<file path="config.mk">
export PLATFORM = sky130hd
export DESIGN_NAME = stream_mux_n
export DESIGN_NICKNAME = d
export VERILOG_FILES = /design/src/rtl/stream_mux_pkg.sv /design/src/rtl/rr_arbiter.sv /design/src/rtl/stream_mux_n.sv
export SDC_FILE = /design/constraint.sdc
export NUM_CORES = 1
export LEC_CHECK = 0
export ABC_AREA = 1
export CORE_MARGIN = 1
export CORE_UTILIZATION = 39
export DETAILED_ROUTE_END_ITERATION = 8
export GPL_TIMING_DRIVEN = 0
export PLACE_DENSITY_LB_ADDON = 0.08
export REMOVE_ABC_BUFFERS = 1
export SLEW_MARGIN = 20
export SYNTH_ARGS = -nofsm -noshare
export SYNTH_HDL_FRONTEND = slang
export SYNTH_SLANG_ARGS = --single-unit
export TNS_END_PERCENT = 50
</file>
<file path="constraint.sdc">
create_clock -name clk -period 2.7 [get_ports clk]
set_input_delay 0.405 -clock clk [delete_from_list [all_inputs] [get_ports clk]]
set_output_delay 0.405 -clock clk [all_outputs]
set_load 0.05 [all_outputs]
</file>
<file path="src/rtl/stream_mux_pkg.sv">
// rtl/stream_mux_pkg.sv - shared types and default constants for stream_mux_n
//
// Purpose : mode encoding, output-stage state encoding and the default
//           parameter values used by stream_mux_n and rr_arbiter.
// Ports   : none (package).

package stream_mux_pkg;

    localparam int DEF_N_CH   = 8;
    localparam int DEF_DATA_W = 8;
    localparam int STATS_W    = 16;

    typedef enum logic {
        MODE_FIXED = 1'b0,
        MODE_RR    = 1'b1
    } mux_mode_e;

    typedef enum logic {
        OUT_EMPTY = 1'b0,
        OUT_FULL  = 1'b1
    } out_state_e;

endpackage

</file>
<file path="src/rtl/rr_arbiter.sv">
// rtl/rr_arbiter.sv - round-robin grant search and priority pointer
//
// Purpose : picks the first requesting channel searching upward from
//           (rr_ptr + 1) mod N, wrapping at N-1. The pointer moves to the
//           granted index only when the caller reports a real transfer.
// Ports   : clk, rst        clock, synchronous active-high reset
//           i_req[N]        per-channel request (in_valid)
//           i_upd           grant was consumed this cycle; advance pointer
//           o_gnt_vld       some channel requests
//           o_gnt_idx       index of the winning channel

module rr_arbiter
    import stream_mux_pkg::*;
#(
    parameter  int N     = DEF_N_CH,
    localparam int SEL_W = $clog2(N)
) (
    input  logic             clk,
    input  logic             rst,
    input  logic [N-1:0]     i_req,
    input  logic             i_upd,
    output logic             o_gnt_vld,
    output logic [SEL_W-1:0] o_gnt_idx
);

    logic [SEL_W-1:0] r_ptr;
    logic [SEL_W:0]   w_pos;
    logic [SEL_W-1:0] w_idx;
    logic             w_gnt_vld;
    logic [SEL_W-1:0] w_gnt_idx;

    // Reset to N-1 so that channel 0 is the first candidate.
    always_ff @(posedge clk) begin
        if (rst) begin
            r_ptr <= SEL_W'(N - 1);
        end else if (i_upd) begin
            r_ptr <= w_gnt_idx;
        end
    end

    // One extra bit on w_pos holds r_ptr + k (max 2N-1) before the wrap.
    always_comb begin
        w_gnt_vld = 1'b0;
        w_gnt_idx = '0;
        w_pos     = '0;
        w_idx     = '0;
        for (int k = 1; k <= N; k++) begin
            w_pos = {1'b0, r_ptr} + (SEL_W + 1)'(k);
            if (w_pos >= (SEL_W + 1)'(N)) begin
                w_pos = w_pos - (SEL_W + 1)'(N);
            end
            w_idx = w_pos[SEL_W-1:0];
            if (!w_gnt_vld && i_req[w_idx]) begin
                w_gnt_vld = 1'b1;
                w_gnt_idx = w_idx;
            end
        end
    end

    assign o_gnt_vld = w_gnt_vld;
    assign o_gnt_idx = w_gnt_idx;

endmodule

</file>
<file path="src/rtl/stream_mux_n.sv">
// rtl/stream_mux_n.sv - N-channel stream multiplexer with one-entry output register
//
// Purpose : selects one input channel per cycle (fixed by sel, or round-robin)
//           into a registered output stage with valid/ready handshake.
// Ports   : clk, rst                 clock, synchronous active-high reset
//           mode                    0 = fixed select, 1 = round-robin
//           sel[SEL_W]              channel index in fixed mode
//           in_valid/in_ready[N_CH] per-channel handshake
//           in_data[N_CH*DATA_W]    channel i at [i*DATA_W +: DATA_W]
//           out_valid/out_ready     output handshake
//           out_data[DATA_W]        registered selected data
//           out_ch[SEL_W]           channel that supplied out_data
//           xfer_cnt[16]            saturating output-transfer count, present
//                                   only when STREAM_MUX_STATS_EN is defined

module stream_mux_n
    import stream_mux_pkg::*;
#(
    parameter  int N_CH   = DEF_N_CH,
    parameter  int DATA_W = DEF_DATA_W,
    localparam int SEL_W  = $clog2(N_CH)
) (
    input  logic                     clk,
    input  logic                     rst,
    input  logic                     mode,
    input  logic [SEL_W-1:0]         sel,
    input  logic [N_CH-1:0]          in_valid,
    input  logic [N_CH*DATA_W-1:0]   in_data,
    output logic [N_CH-1:0]          in_ready,
    output logic                     out_valid,
    output logic [DATA_W-1:0]        out_data,
    output logic [SEL_W-1:0]         out_ch,
    input  logic                     out_ready
`ifdef STREAM_MUX_STATS_EN
    ,
    output logic [STATS_W-1:0]       xfer_cnt
`endif
);

    mux_mode_e        w_mode;
    out_state_e       r_state;
    out_state_e       w_state_nxt;
    logic [DATA_W-1:0] r_data;
    logic [SEL_W-1:0] r_ch;

    logic             w_load_en;
    logic             w_fix_vld;
    logic [SEL_W-1:0] w_fix_idx;
    logic             w_rr_vld;
    logic [SEL_W-1:0] w_rr_idx;
    logic             w_gnt_vld;
    logic [SEL_W-1:0] w_gnt_idx;
    logic             w_in_xfer;
    logic             w_out_xfer;
    logic             w_rr_upd;
    logic [DATA_W-1:0] w_sel_data;

    assign w_mode     = mux_mode_e'(mode);
    assign out_valid  = (r_state == OUT_FULL);
    assign w_load_en  = !out_valid || out_ready;
    assign w_out_xfer = out_valid && out_ready;

    // Fixed select: an out-of-range sel (possible when N_CH is not a power
    // of two) simply matches no channel, so no grant is issued.
    always_comb begin
        w_fix_vld = 1'b0;
        w_fix_idx = '0;
        for (int i = 0; i < N_CH; i++) begin
            if (sel == SEL_W'(i) && in_valid[i]) begin
                w_fix_vld = 1'b1;
                w_fix_idx = SEL_W'(i);
            end
        end
    end

    // Pointer moves only on a round-robin transfer; fixed-mode traffic and
    // stalled cycles leave the fairness order untouched.
    assign w_rr_upd = (w_mode == MODE_RR) && w_in_xfer;

    rr_arbiter #(
        .N (N_CH)
    ) u_rr_arbiter (
        .clk       (clk),
        .rst       (rst),
        .i_req     (in_valid),
        .i_upd     (w_rr_upd),
        .o_gnt_vld (w_rr_vld),
        .o_gnt_idx (w_rr_idx)
    );

    always_comb begin
        w_gnt_vld = 1'b0;
        w_gnt_idx = '0;
        if (w_mode == MODE_RR) begin
            w_gnt_vld = w_rr_vld;
            w_gnt_idx = w_rr_idx;
        end else begin
            w_gnt_vld = w_fix_vld;
            w_gnt_idx = w_fix_idx;
        end
    end

    // The grant only ever goes to a valid channel, so granting while the
    // output can load is exactly an input transfer.
    assign w_in_xfer = !rst && w_gnt_vld && w_load_en;

    // in_ready is built from the grant only; in_data never feeds it.
    always_comb begin
        in_ready = '0;
        if (!rst && w_gnt_vld) begin
            in_ready[w_gnt_idx] = w_load_en;
        end
    end

    always_comb begin
        w_sel_data = '0;
        for (int i = 0; i < N_CH; i++) begin
            if (w_gnt_idx == SEL_W'(i)) begin
                w_sel_data = in_data[i*DATA_W +: DATA_W];
            end
        end
    end

    always_ff @(posedge clk) begin
        if (rst) begin
            r_state <= OUT_EMPTY;
        end else begin
            r_state <= w_state_nxt;
        end
    end

    always_comb begin
        w_state_nxt = r_state;
        case (r_state)
            OUT_EMPTY: begin
                if (w_in_xfer) begin
                    w_state_nxt = OUT_FULL;
                end
            end
            OUT_FULL: begin
                if (w_out_xfer && !w_in_xfer) begin
                    w_state_nxt = OUT_EMPTY;
                end
            end
            default: w_state_nxt = OUT_EMPTY;
        endcase
    end

    // Payload only loads on an input transfer, so it holds while stalled.
    always_ff @(posedge clk) begin
        if (rst) begin
            r_data <= '0;
            r_ch   <= '0;
        end else if (w_in_xfer) begin
            r_data <= w_sel_data;
            r_ch   <= w_gnt_idx;
        end
    end

    assign out_data = r_data;
    assign out_ch   = r_ch;

`ifdef STREAM_MUX_STATS_EN
    logic [STATS_W-1:0] r_xfer_cnt;

    always_ff @(posedge clk) begin
        if (rst) begin
            r_xfer_cnt <= '0;
        end else if (w_out_xfer && (r_xfer_cnt != {STATS_W{1'b1}})) begin
            r_xfer_cnt <= r_xfer_cnt + 1'b1;
        end
    end

    assign xfer_cnt = r_xfer_cnt;
`endif

endmodule

</file>
After elaboration in Yosys (flattened, before gate mapping)
Cells that the tools add are included.

storage, ports and cells
  flip-flop bits (word level) = 15
  output and inout port bits = 20
  input port bits = 79

cells by class
  add/subtract/negate cells = 16
  equal/unequal tests = 14
  order comparisons = 18
  bitwise gates (word level) = 2
  muxes and demuxes = 71
  reductions and logical operators = 34

operators with widths
  operator             number
  $mux 8               9
  $mux 3               22
  $lt 3x4->1 const B   9
  $ge 4x4->1 const B   8
  $mux 1               29
  $bmux 1 s3           8
  $eq 3x3->1 const B   8
  $sub 3x1->3 const B  8
  $logic_and 1x1->1    21
  $add 3x3->4 const B  4
  $eq 3x2->1 const B   4
  $logic_not 1->1      10
  $add 3x2->4 const B  2
  $and 8x8->8          1
  $eq 3x1->1 const B   2
  $logic_not 3->1      2
  $add 3x1->4 const B  1
  $add 3x4->4 const B  1
  $demux 1 s3          1
  $ge 3x1->1 const B   1
  $mux 2               1
  $pmux 1 s2           1
  $logic_or 1x1->1     1
  $not 1->1            1

Longest topological paths before layout
Gate-level depths: netlist of the first run.

  word-level depth = 37
  depth in mapped cells = 28
  depth with buffers taken out = 24

By module
A second synthesis of the first run with hierarchy kept.

second synthesis, totals
  cell total of the unflattened synthesis = 382
  area total of the unflattened synthesis = 2,319.7 µm²

by module, submodules not included
  module        area each (µm²)  seq. area each (µm²)  times used  cells each
  stream_mux_n  1,418.9          240.2                 1           227
  rr_arbiter    900.9            60.1                  1           155

Worst setup path before layout of the first run
No wires, ideal clock.

  path kind = flip-flop to output port
  start point = register u_rr_arbiter.r_ptr[0]
  end point = output port in_ready[1]
  data arrival time = 3.808 ns
  cell stages (with the launch flop) = 20
  buffers on the path = 4
  required time = 2.295 ns
  path slack = -1.513 ns
  cells stage by stage = dfxtp_1 buf_6 inv_4 buf_6 ha_1 buf_6 inv_2 nand3_2 nand3_2 nand2_4 nor2_4 nand4_4 nor2_4 nand3_1 nand2_1 nand2_1 nand3_2 nand2_4 buf_4 nor4_1

between the ends
  word-level cells in the longest chain between the ends = 34
  elaborated cells on any way between the ends = 88
  classes of those cells = add/sub (16); order compare (10); mux (45); bitwise (1); reduce/logical (16)

ends and longest elaborated chain
  element                                                         RTL line                            source
  start, declared                                                 rr_arbiter.sv:26                    logic [SEL_W-1:0] r_ptr;
  start signal, assigned                                          rr_arbiter.sv:35                    r_ptr <= SEL_W'(N - 1);
  start signal, assigned                                          rr_arbiter.sv:37                    r_ptr <= w_gnt_idx;
  $add 3x1->4                                                     rr_arbiter.sv:48                    w_pos = {1'b0, r_ptr} + (SEL_W + 1)'(k);
  $ge 4x4->1 or $sub 3x1->3 (tied branches)                       rr_arbiter.sv:49, rr_arbiter.sv:50
  $mux 3                                                          rr_arbiter.sv:49                    if (w_pos >= (SEL_W + 1)'(N)) begin
  $bmux 1 s3                                                      rr_arbiter.sv:53                    if (!w_gnt_vld && i_req[w_idx]) begin
  $mux 1 (implied by the code)                                    rr_arbiter.sv:53
  $mux 1                                                          rr_arbiter.sv:53
  $logic_not 1->1                                                 rr_arbiter.sv:53
  $logic_and 1x1->1                                               rr_arbiter.sv:53
  (+18 left out)                                                  --
  $mux 3                                                          rr_arbiter.sv:53
  $mux 3                                                          stream_mux_n.sv:94                  if (w_mode == MODE_RR) begin
  $lt 3x4->1 (implied by the code) or $ge 3x1->1 (tied branches)  stream_mux_n.sv:111                 in_ready[w_gnt_idx] = w_load_en;
  $logic_and 1x1->1 (implied by the code)                         stream_mux_n.sv:111
  $mux 1 (implied by the code)                                    stream_mux_n.sv:111
  $demux 1 s3                                                     stream_mux_n.sv:111
  $and 8x8->8 (no source line)                                    --
  $mux 8 *                                                        stream_mux_n.sv:110                 if (!rst && w_gnt_vld) begin
  end, declared                                                   stream_mux_n.sv:29                  output logic [N_CH-1:0] in_ready,

Mark *: on every way between the ends. The rest lies on a longest branch, timed or not. The select of a mux whose other input is x is not followed.

Worst setup path in the final report of the first run
  start point = register u_rr_arbiter.r_ptr[0]
  end point = output port in_ready[2]

The elaborated chain is that of the path after synthesis.

==> impl_results.rst, run 1 <==
.. list-table::
   :header-rows: 1

   * - Metric
     - Value
   * - CTS H-tree lvls
     - 1
   * - Number of clock buffers inserted by TritonCTS
     - 3
   * - Startpoint type of the worst setup path
     - flop
   * - Post-route clock skew
     - 4.38 ps
   * - Element type at the critical path end
     - primary output
   * - Biggest area consumer among synthesized cells
     - sky130_fd_sc_hd__nand2_1
   * - Cell with the most instances on the worst path
     - sky130_fd_sc_hd__nand3_2
   * - Worst vdd rail ir drop
     - 0.283 mV
   * - Leak Pwr
     - 0.00184 uW
   * - Seq cells post-synth
     - 15
   * - Cell Rows
     - 27
   * - Number of fillers in the final layout
     - 413
   * - Chip Height
     - 77.4 um
   * - Global-route wire length before repair
     - 13.4 mm
   * - Synthesized area divided by synthesized cell count
     - 5.84 sq um
   * - Slowest-stage cell, CP
     - sky130_fd_sc_hd__dfxtp_4
   * - Crit path cell chain
     - buf_4 -> buf_6 -> nand2_1 -> nand3_2 -> nand3_2 -> nand2_2 -> nor2_4 -> nand4_4 -> nor2_4 -> nand4_1 -> nand3_2 -> nand2_2 -> nand2_4 -> buf_4 -> nand2_4 -> nor3_4 -> buf_6
   * - Average wire length per cell after detail routing
     - 14.6 um
   * - Effective utilization at floorplan
     - 40.3%
   * - Max stage delay on crit path
     - 370 ps
   * - Flop-to-flop setup slack
     - -390 ps
   * - Number of enable flip-flop cells after synthesis
     - 0
   * - Min Clock Period, post-route
     - 3220 ps
   * - Dominant delay contributor by cell family on the critical path
     - simple AND/OR/NAND/NOR gates
   * - Largest net degree at the start of global routing
     - 17
   * - Via count
     - 3128
   * - Area post-placement
     - 3180 sq um
   * - RSZ-0062 raised after global routing
     - yes
   * - Post-route antenna net violation count
     - 0
   * - Placed Instances
     - 538
   * - Overflow left after global routing
     - 0
   * - Net count, final
     - 612
   * - Cell area power density
     - 466 nW/um^2
   * - Capture point of the worst reg-to-reg path
     - out_data[5]
   * - Finished Layout Cells
     - 602
   * - Horizontal die dimension
     - 77.4 um
   * - Die Footprint
     - 5990 sq um
   * - Synth Warn #
     - 0
   * - Max-cap check violation count
     - 0
   * - Clk pin slew, worst setup/hold paths
     - 60 ps
   * - Total setup violations reported at the end of the flow
     - 19
   * - Clock buffer depth
     - 2
   * - Register area share after synthesis
     - 13.5%
   * - CP Data Arrival Time
     - 2820 ps
   * - Launching element of the worst setup path
     - u_rr_arbiter.r_ptr[0]
   * - Reg2reg start
     - u_rr_arbiter.r_ptr[0]
   * - Insertion delay to the later sink of the worst-skew pair
     - 240 ps
   * - Buffers added on ports
     - 98
   * - Post-synthesis cell count
     - 380
   * - Dominant synthesized flop cell
     - sky130_fd_sc_hd__dfxtp_1
   * - Status
     - finished with violations
   * - Async set-reset flop share out of synthesis
     - 0%
   * - Number of global-route vias before repair
     - 2967
   * - R2R cell count
     - 20
   * - Min-Delay Path Class
     - reg2reg
   * - Most frequent standard cell in the layout excluding fill and tap cells
     - sky130_fd_sc_hd__nand2_1
   * - Inserted Diodes
     - 0
   * - Hold worst-path end
     - out_ch[2]
   * - First-pass iteration count of the detailed router
     - 5
   * - Final core utilization
     - 74.3%
   * - Routed wire length
     - 8.81 mm
   * - Crit path max fanout
     - 9
   * - Instance count along the most critical hold path
     - 2
   * - Min-delay src
     - out_ch[2]
   * - Slew at the pin closest to its max-slew limit
     - 542 ps
   * - Count of buffer and inverter cells on the critical path
     - 4
   * - Detailed router's first-iteration violation count
     - 219
   * - Final hold violations
     - 0
   * - Placed wire-length estimate after detailed placement
     - 5.73 mm
   * - Total core area
     - 5510 sq um
   * - Failing checks
     - negative setup slack
   * - Share of layout cells above drive strength 1
     - 34.7%
   * - Setup TNS after final layout
     - -6750 ps
   * - TritonCTS clock tree
     - done
   * - Number of sinks driven by the clock tree
     - 15
   * - Post-detailed-route DRC marker count
     - 0
   * - Syn-to-layout area delta
     - 84.4%
   * - Number of library cell types mapped by synthesis
     - 38
   * - Root cell of the clock tree
     - sky130_fd_sc_hd__clkbuf_8
   * - Slew Viols, Final
     - 0
   * - Final Cell Area
     - 4090 sq um
   * - Detail-routed via count per cell
     - 5.20
   * - Top library cells by usage in the layout, fill and taps aside
     - 90 x sky130_fd_sc_hd__nand2_1, 82 x sky130_fd_sc_hd__clkdlybuf4s50_1, 54 x sky130_fd_sc_hd__buf_4, 34 x sky130_fd_sc_hd__nand3_1, 32 x sky130_fd_sc_hd__nor2_1
   * - Fin crit share
     - 119%
   * - Total routing usage reported by global routing
     - 27.7%
   * - Critical path type
     - reg2out
   * - Post-synthesis instance area
     - 2220 sq um
   * - Maximum clock frequency
     - 310 MHz
   * - Tightest slew margin relative to the limit
     - 63.8%
   * - Setup slack after layout
     - -522 ps
   * - Critical Path RT
     - 2300 ps
   * - RD Place Congestion
     - 0.908
   * - Synth top area share
     - 18.1%
   * - Num ports
     - 99
   * - Worst setup timing slack at the placement stage
     - -2330 ps
   * - Cell types with the largest area share after synthesis
     - sky130_fd_sc_hd__nand2_1 18%, sky130_fd_sc_hd__dfxtp_1 14%, sky130_fd_sc_hd__nand3_1 9.7%, sky130_fd_sc_hd__nor2_1 7.1%, sky130_fd_sc_hd__nand4_1 6.8%
   * - Initial antenna violation count
     - 0
-- flip-flops by register name, indices dropped and copies added, names as in the netlist --
name / count
out_data: 8
out_valid: 1
u_rr_arbiter.r_ptr: 3
out_ch: 3
-- kinds of logic after synthesis --
logic type	share of synthesized area [%]
and+or+nand+nor	61.4
buffers and inverters	13.1
AOI/OAI and AO/OA	8.97
DFF	13.5
xor gates and xnor gates	1.86
adders and majority gates	1.13
-- metrics by stage --
stage / power, uW / hold WS [ps]
floorplan: 919 / 467
global placement: 1230 / 449
detailed placement: 1240 / 464
CTS: 1760 / 471
global route: 2020 / 503
finish: 1910 / 478
-- worst max-delay path by stage --
stage,to,slack [ps],cells past startpoint
4_1_cts,in_ready[1],-420,18
5_1_grt,in_ready[1],-700,16
6_report,in_ready[2],-520,17
3_3_place_gp,in_ready[1],-2250,17
2_1_floorplan,in_ready[1],-1930,16
3_5_place_dp,in_ready[1],-2330,17
-- per-layer routing --
layer  GRT usage [%]  up-vias  wire length [um]
met1            35.6     1409              3640
met2            47.4      152              4310
met4            7.36        0               174
met5               0        -                 0
met3            4.47       18               683
li1                -     1549                 -
-- power by group --
| group | total [uW] | switching [uW] | internal [uW] |
|---|---|---|---|
| combinational | 1460 | 824 | 635 |
| sequential | 269 | 22.7 | 246 |
| clock | 180 | 75.3 | 104 |
-- layout make-up --
| type | instances | area [sq um] | share of cell area, % |
|---|---|---|---|
| flip-flops and latches | 15 | 309 | 7.55 |
| well taps | 72 | 90.1 | 2.20 |
| repair buffers | 157 | 1460 | 35.7 |
| inverters | 46 | 214 | 5.23 |
| clock buffers | 4 | 45.0 | 1.10 |
| multi-input cells | 308 | 1970 | 48.3 |
-- synth_stat cells, types with 2 or more instances --
cell type	number
sky130_fd_sc_hd__a21oi_1	8
sky130_fd_sc_hd__a21oi_2	3
sky130_fd_sc_hd__buf_4	3
sky130_fd_sc_hd__buf_6	5
sky130_fd_sc_hd__clkbuf_1	3
sky130_fd_sc_hd__clkinv_1	2
sky130_fd_sc_hd__dfxtp_1	15
sky130_fd_sc_hd__ha_1	2
sky130_fd_sc_hd__inv_1	35
sky130_fd_sc_hd__inv_2	6
sky130_fd_sc_hd__nand2_1	107
sky130_fd_sc_hd__nand2_2	14
sky130_fd_sc_hd__nand2_4	5
sky130_fd_sc_hd__nand3_1	43
sky130_fd_sc_hd__nand3_2	12
sky130_fd_sc_hd__nand4_1	24
sky130_fd_sc_hd__nor2_1	42
sky130_fd_sc_hd__nor2_2	4
sky130_fd_sc_hd__nor2_4	5
sky130_fd_sc_hd__nor3_1	6
sky130_fd_sc_hd__o21ai_0	16
sky130_fd_sc_hd__o21ai_1	4
-- worst min-delay path: stages (launching register included) --
cell and delay [ps]:
sky130_fd_sc_hd__dfxtp_1 320, sky130_fd_sc_hd__nand2_1 60, sky130_fd_sc_hd__a21oi_1 50
-- timing repair --
| item | in CTS | in global routing |
|---|---|---|
| endpoints found under the setup margin | 23 | 22 |
| pin swaps | 30 | 22 |
| setup buffers | 44 | 15 |
| hold buffers | 0 | 0 |
| cloned | 1 | 0 |
| resized for setup | 147 | 19 |
No activity file was read; power rests on OpenSTA's default activity.
==> run 2, diff against run 1 <==
--- a/config.mk
+++ b/config.mk
@@ -9,6 +9,7 @@
 export CORE_MARGIN = 1
 export CORE_UTILIZATION = 39
 export DETAILED_ROUTE_END_ITERATION = 8
+export GPL_ROUTABILITY_DRIVEN = 0
 export GPL_TIMING_DRIVEN = 0
 export PLACE_DENSITY_LB_ADDON = 0.08
 export REMOVE_ABC_BUFFERS = 1
==> impl_results.rst, run 2 (synthesized netlist as in run 1, its figures left out) <==
.. list-table::
   :header-rows: 1

   * - Metric
     - Value
   * - Horizontal die dimension
     - 77.4 um (unchanged)
   * - Net count, final
     - 596 (-2.6%)
   * - Die Footprint
     - 5990 sq um (unchanged)
   * - Status
     - finished with violations
   * - Most frequent standard cell in the layout excluding fill and tap cells
     - sky130_fd_sc_hd__nand2_1
   * - Global-route wire length before repair
     - 13.7 mm (+2.0%)
   * - Total core area
     - 5510 sq um (unchanged)
   * - Chip Height
     - 77.4 um (unchanged)
   * - Number of hold buffers added after CTS
     - 0 (unchanged)
   * - Largest net degree at the start of global routing
     - 17 (unchanged)
   * - Post-detailed-route DRC marker count
     - 0 (unchanged)
   * - Cell area power density
     - 463 nW/um^2 (-0.69%)
   * - Critical Path RT
     - 2300 ps (about the same)
   * - Root cell of the clock tree
     - sky130_fd_sc_hd__clkbuf_8
   * - Setup slack after layout
     - -499 ps (+23.5 ps)
   * - Worst vdd rail ir drop
     - 0.257 mV (-9.3%)
   * - Via count
     - 3093 (-1.1%)
   * - Total setup violations reported at the end of the flow
     - 19 (unchanged)
   * - Placed wire-length estimate after detailed placement
     - 5.80 mm (+1.2%)
   * - Slew at the pin closest to its max-slew limit
     - 535 ps (-7.34 ps)
   * - Placed Instances
     - 538 (unchanged)
   * - Insertion delay to the later sink of the worst-skew pair
     - 240 ps (about the same)
   * - Number of global-route vias before repair
     - 2898 (-2.3%)
   * - Min-Delay Path Class
     - reg2reg
   * - Syn-to-layout area delta
     - 78.7%
   * - Initial antenna violation count
     - 0 (unchanged)
   * - Finished Layout Cells
     - 586 (-2.7%)
   * - Detail-routed via count per cell
     - 5.28 (+1.6%)
   * - Startpoint type of the worst setup path
     - flop
   * - Clock buffer depth
     - 2 (unchanged)
   * - Maximum clock frequency
     - 313 MHz (+0.73%)
   * - Effective utilization at floorplan
     - 40.3% (unchanged)
   * - CTS H-tree lvls
     - 1 (unchanged)
   * - Critical path type
     - reg2out
   * - Total routing usage reported by global routing
     - 28.1% (+0.42 points)
   * - Smallest hold slack
     - 481 ps (+3.53 ps)
   * - Leak Pwr
     - 0.00175 uW (-4.8%)
   * - Share of layout cells above drive strength 1
     - 33.3% (-1.4 points)
   * - Post-route clock skew
     - 3.34 ps (-1.04 ps)
   * - Tightest slew margin relative to the limit
     - 64.2% (+0.49 points)
   * - Slowest-stage cell, CP
     - sky130_fd_sc_hd__dfxtp_4
   * - Max stage delay on crit path
     - 380 ps (about the same)
   * - Count of buffer and inverter cells on the critical path
     - 4 (unchanged)
   * - Flip-flop count of the largest register, all copies and words added
     - 8 (unchanged)
   * - Cell Rows
     - 27 (unchanged)
   * - Num ports
     - 99 (unchanged)
   * - Crit path cell chain
     - inv_8 -> ha_4 -> inv_6 -> nand3_2 -> nand2_2 -> nand2_2 -> nand2_4 -> inv_2 -> nand2_1 -> nor2_1 -> nor2_1 -> nand3_1 -> nor2_2 -> nand3_2 -> nand2_2 -> nand2_4 -> nor4_4 -> buf_6
   * - Clk pin slew, worst setup/hold paths
     - 60 ps (about the same)
   * - Slew Viols, Final
     - 0 (unchanged)
   * - Detailed router's first-iteration violation count
     - 143 (-35%)
   * - Inserted Diodes
     - 0 (unchanged)
   * - Worst setup timing slack at the placement stage
     - -2270 ps (+62.4 ps)
   * - CP Data Arrival Time
     - 2790 ps (-30 ps)
   * - Post-route antenna net violation count
     - 0 (unchanged)
   * - Area post-placement
     - 3180 sq um (unchanged)
   * - Number of clock buffers inserted by TritonCTS
     - 3 (unchanged)
   * - Max-cap check violation count
     - 0 (unchanged)
   * - Failing checks
     - negative setup slack
   * - TritonCTS clock tree
     - done
   * - Routed wire length
     - 8.90 mm (+1.0%)
   * - Overflow left after global routing
     - 0 (unchanged)
   * - Top library cells by usage in the layout, fill and taps aside
     - 85 x sky130_fd_sc_hd__nand2_1, 82 x sky130_fd_sc_hd__clkdlybuf4s50_1, 37 x sky130_fd_sc_hd__buf_4, 35 x sky130_fd_sc_hd__nand3_1, 33 x sky130_fd_sc_hd__nand2_2
   * - Number of fillers in the final layout
     - 436 (+5.6%)
   * - Final hold violations
     - 0 (unchanged)
   * - Cell with the most instances on the worst path
     - sky130_fd_sc_hd__nand2_2
   * - Number of sinks driven by the clock tree
     - 15 (unchanged)
   * - Element type at the critical path end
     - primary output
   * - First-pass iteration count of the detailed router
     - 4 (-1)
   * - Crit path max fanout
     - 6 (-3)
   * - Dominant delay contributor by cell family on the critical path
     - simple AND/OR/NAND/NOR gates
   * - Final Cell Area
     - 3970 sq um (-3.1%)
   * - RSZ-0062 raised after global routing
     - yes
   * - Min Clock Period, post-route
     - 3200 ps (-23.5 ps)
   * - Average wire length per cell after detail routing
     - 15.2 um (+3.8%)
   * - Fin crit share
     - 118% (-0.87 points)
   * - Buffers added on ports
     - 98 (unchanged)
==> run 2: cell types whose count changed in the layout (fill, tap and decap cells not counted), moves of 2 or more <==
cell                      change
sky130_fd_sc_hd__buf_6        -2
sky130_fd_sc_hd__buf_4       -17
sky130_fd_sc_hd__nor2_2       -2
sky130_fd_sc_hd__nand2_1      -5
sky130_fd_sc_hd__a31oi_2      +2
sky130_fd_sc_hd__nor2_4       +2
sky130_fd_sc_hd__nand2_2      +5
==> run 2: report_power, final <==
group | internal, uW | total, uW | switching [uW] | leakage [uW]
Combinational | 568 | 1390 | 818 | 0.00160
Sequential | 246 | 268 | 21.4 | 0.000123
Clock | 104 | 182 | 77.7 | 0.0000228
Total | 919 | 1840 | 917 | 0.00175
==> run 2: layer usage <==
| metal | vias to the layer above | track usage [%] | share of wire, % |
|---|---|---|---|
| met5 | - | 0 | 0 |
| met4 | 0 | 11.3 | 3.1 |
| met3 | 30 | 5.88 | 6.7 |
| met2 | 137 | 46.3 | 48 |
| met1 | 1403 | 35.3 | 42 |
| li1 | 1523 | - | - |
==> run 2: worst paths after layout <==
| check | startpoint | endpoint | slack [ps] | cells past startpoint |
|---|---|---|---|---|
| max reg2reg | u_rr_arbiter.r_ptr[0] | out_data[1] | -350 | 20 |
| min | out_ch[2] | out_ch[2] | 480 | 2 |
| min reg2reg | out_ch[2] | out_ch[2] | 480 | 2 |
| max | u_rr_arbiter.r_ptr[0] | in_ready[1] | -500 | 18 |
==> run 2: stage by stage <==
stage	utilization, %	TNS, ps	power [uW]
after detailed placement	57.7	-35490	1240
after floorplan	-	-16780	919
after global routing	72.0	-9980	1950
after CTS	69.1	-4940	1690
after global placement	57.7	-33740	1220
final	72.0	-6640	1840
==> run 2: area by class of cell <==
type	count	area [sq um]	area share (%)
multi-input cells	309	1960	49.5
repair buffers	140	1340	33.9
flip-flops and latches	15	309	7.79
inverters	46	214	5.40
well taps	72	90.1	2.27
clock buffers	4	45.0	1.14
==> run 2: worst register-to-register path: stages, from the launching register on <==
cell                      delay (ps)
sky130_fd_sc_hd__dfxtp_4         370
sky130_fd_sc_hd__buf_4           160
sky130_fd_sc_hd__buf_8           140
sky130_fd_sc_hd__nand2_2          70
sky130_fd_sc_hd__nand3_2         110
sky130_fd_sc_hd__nand2_2         110
sky130_fd_sc_hd__nor2_2           50
sky130_fd_sc_hd__a31oi_2         240
sky130_fd_sc_hd__inv_2           100
sky130_fd_sc_hd__nor3_1          280
sky130_fd_sc_hd__nor2_2          110
sky130_fd_sc_hd__nand3_2         120
sky130_fd_sc_hd__buf_4           130
sky130_fd_sc_hd__buf_4           110
sky130_fd_sc_hd__nand2_2         170
sky130_fd_sc_hd__nand3_1         150
sky130_fd_sc_hd__nand3_1         110
sky130_fd_sc_hd__nor2_2          140
sky130_fd_sc_hd__nand4_1          90
sky130_fd_sc_hd__nor2_1          120
sky130_fd_sc_hd__nor2_1           50
==> run 2: timing repair <==
action	CTS	global route
hold endpoints to repair	0	0
resized for setup	150	21
pin swaps	32	14
setup endpoints to repair	23	22
buffers inserted	30	12
gates cloned	2	0
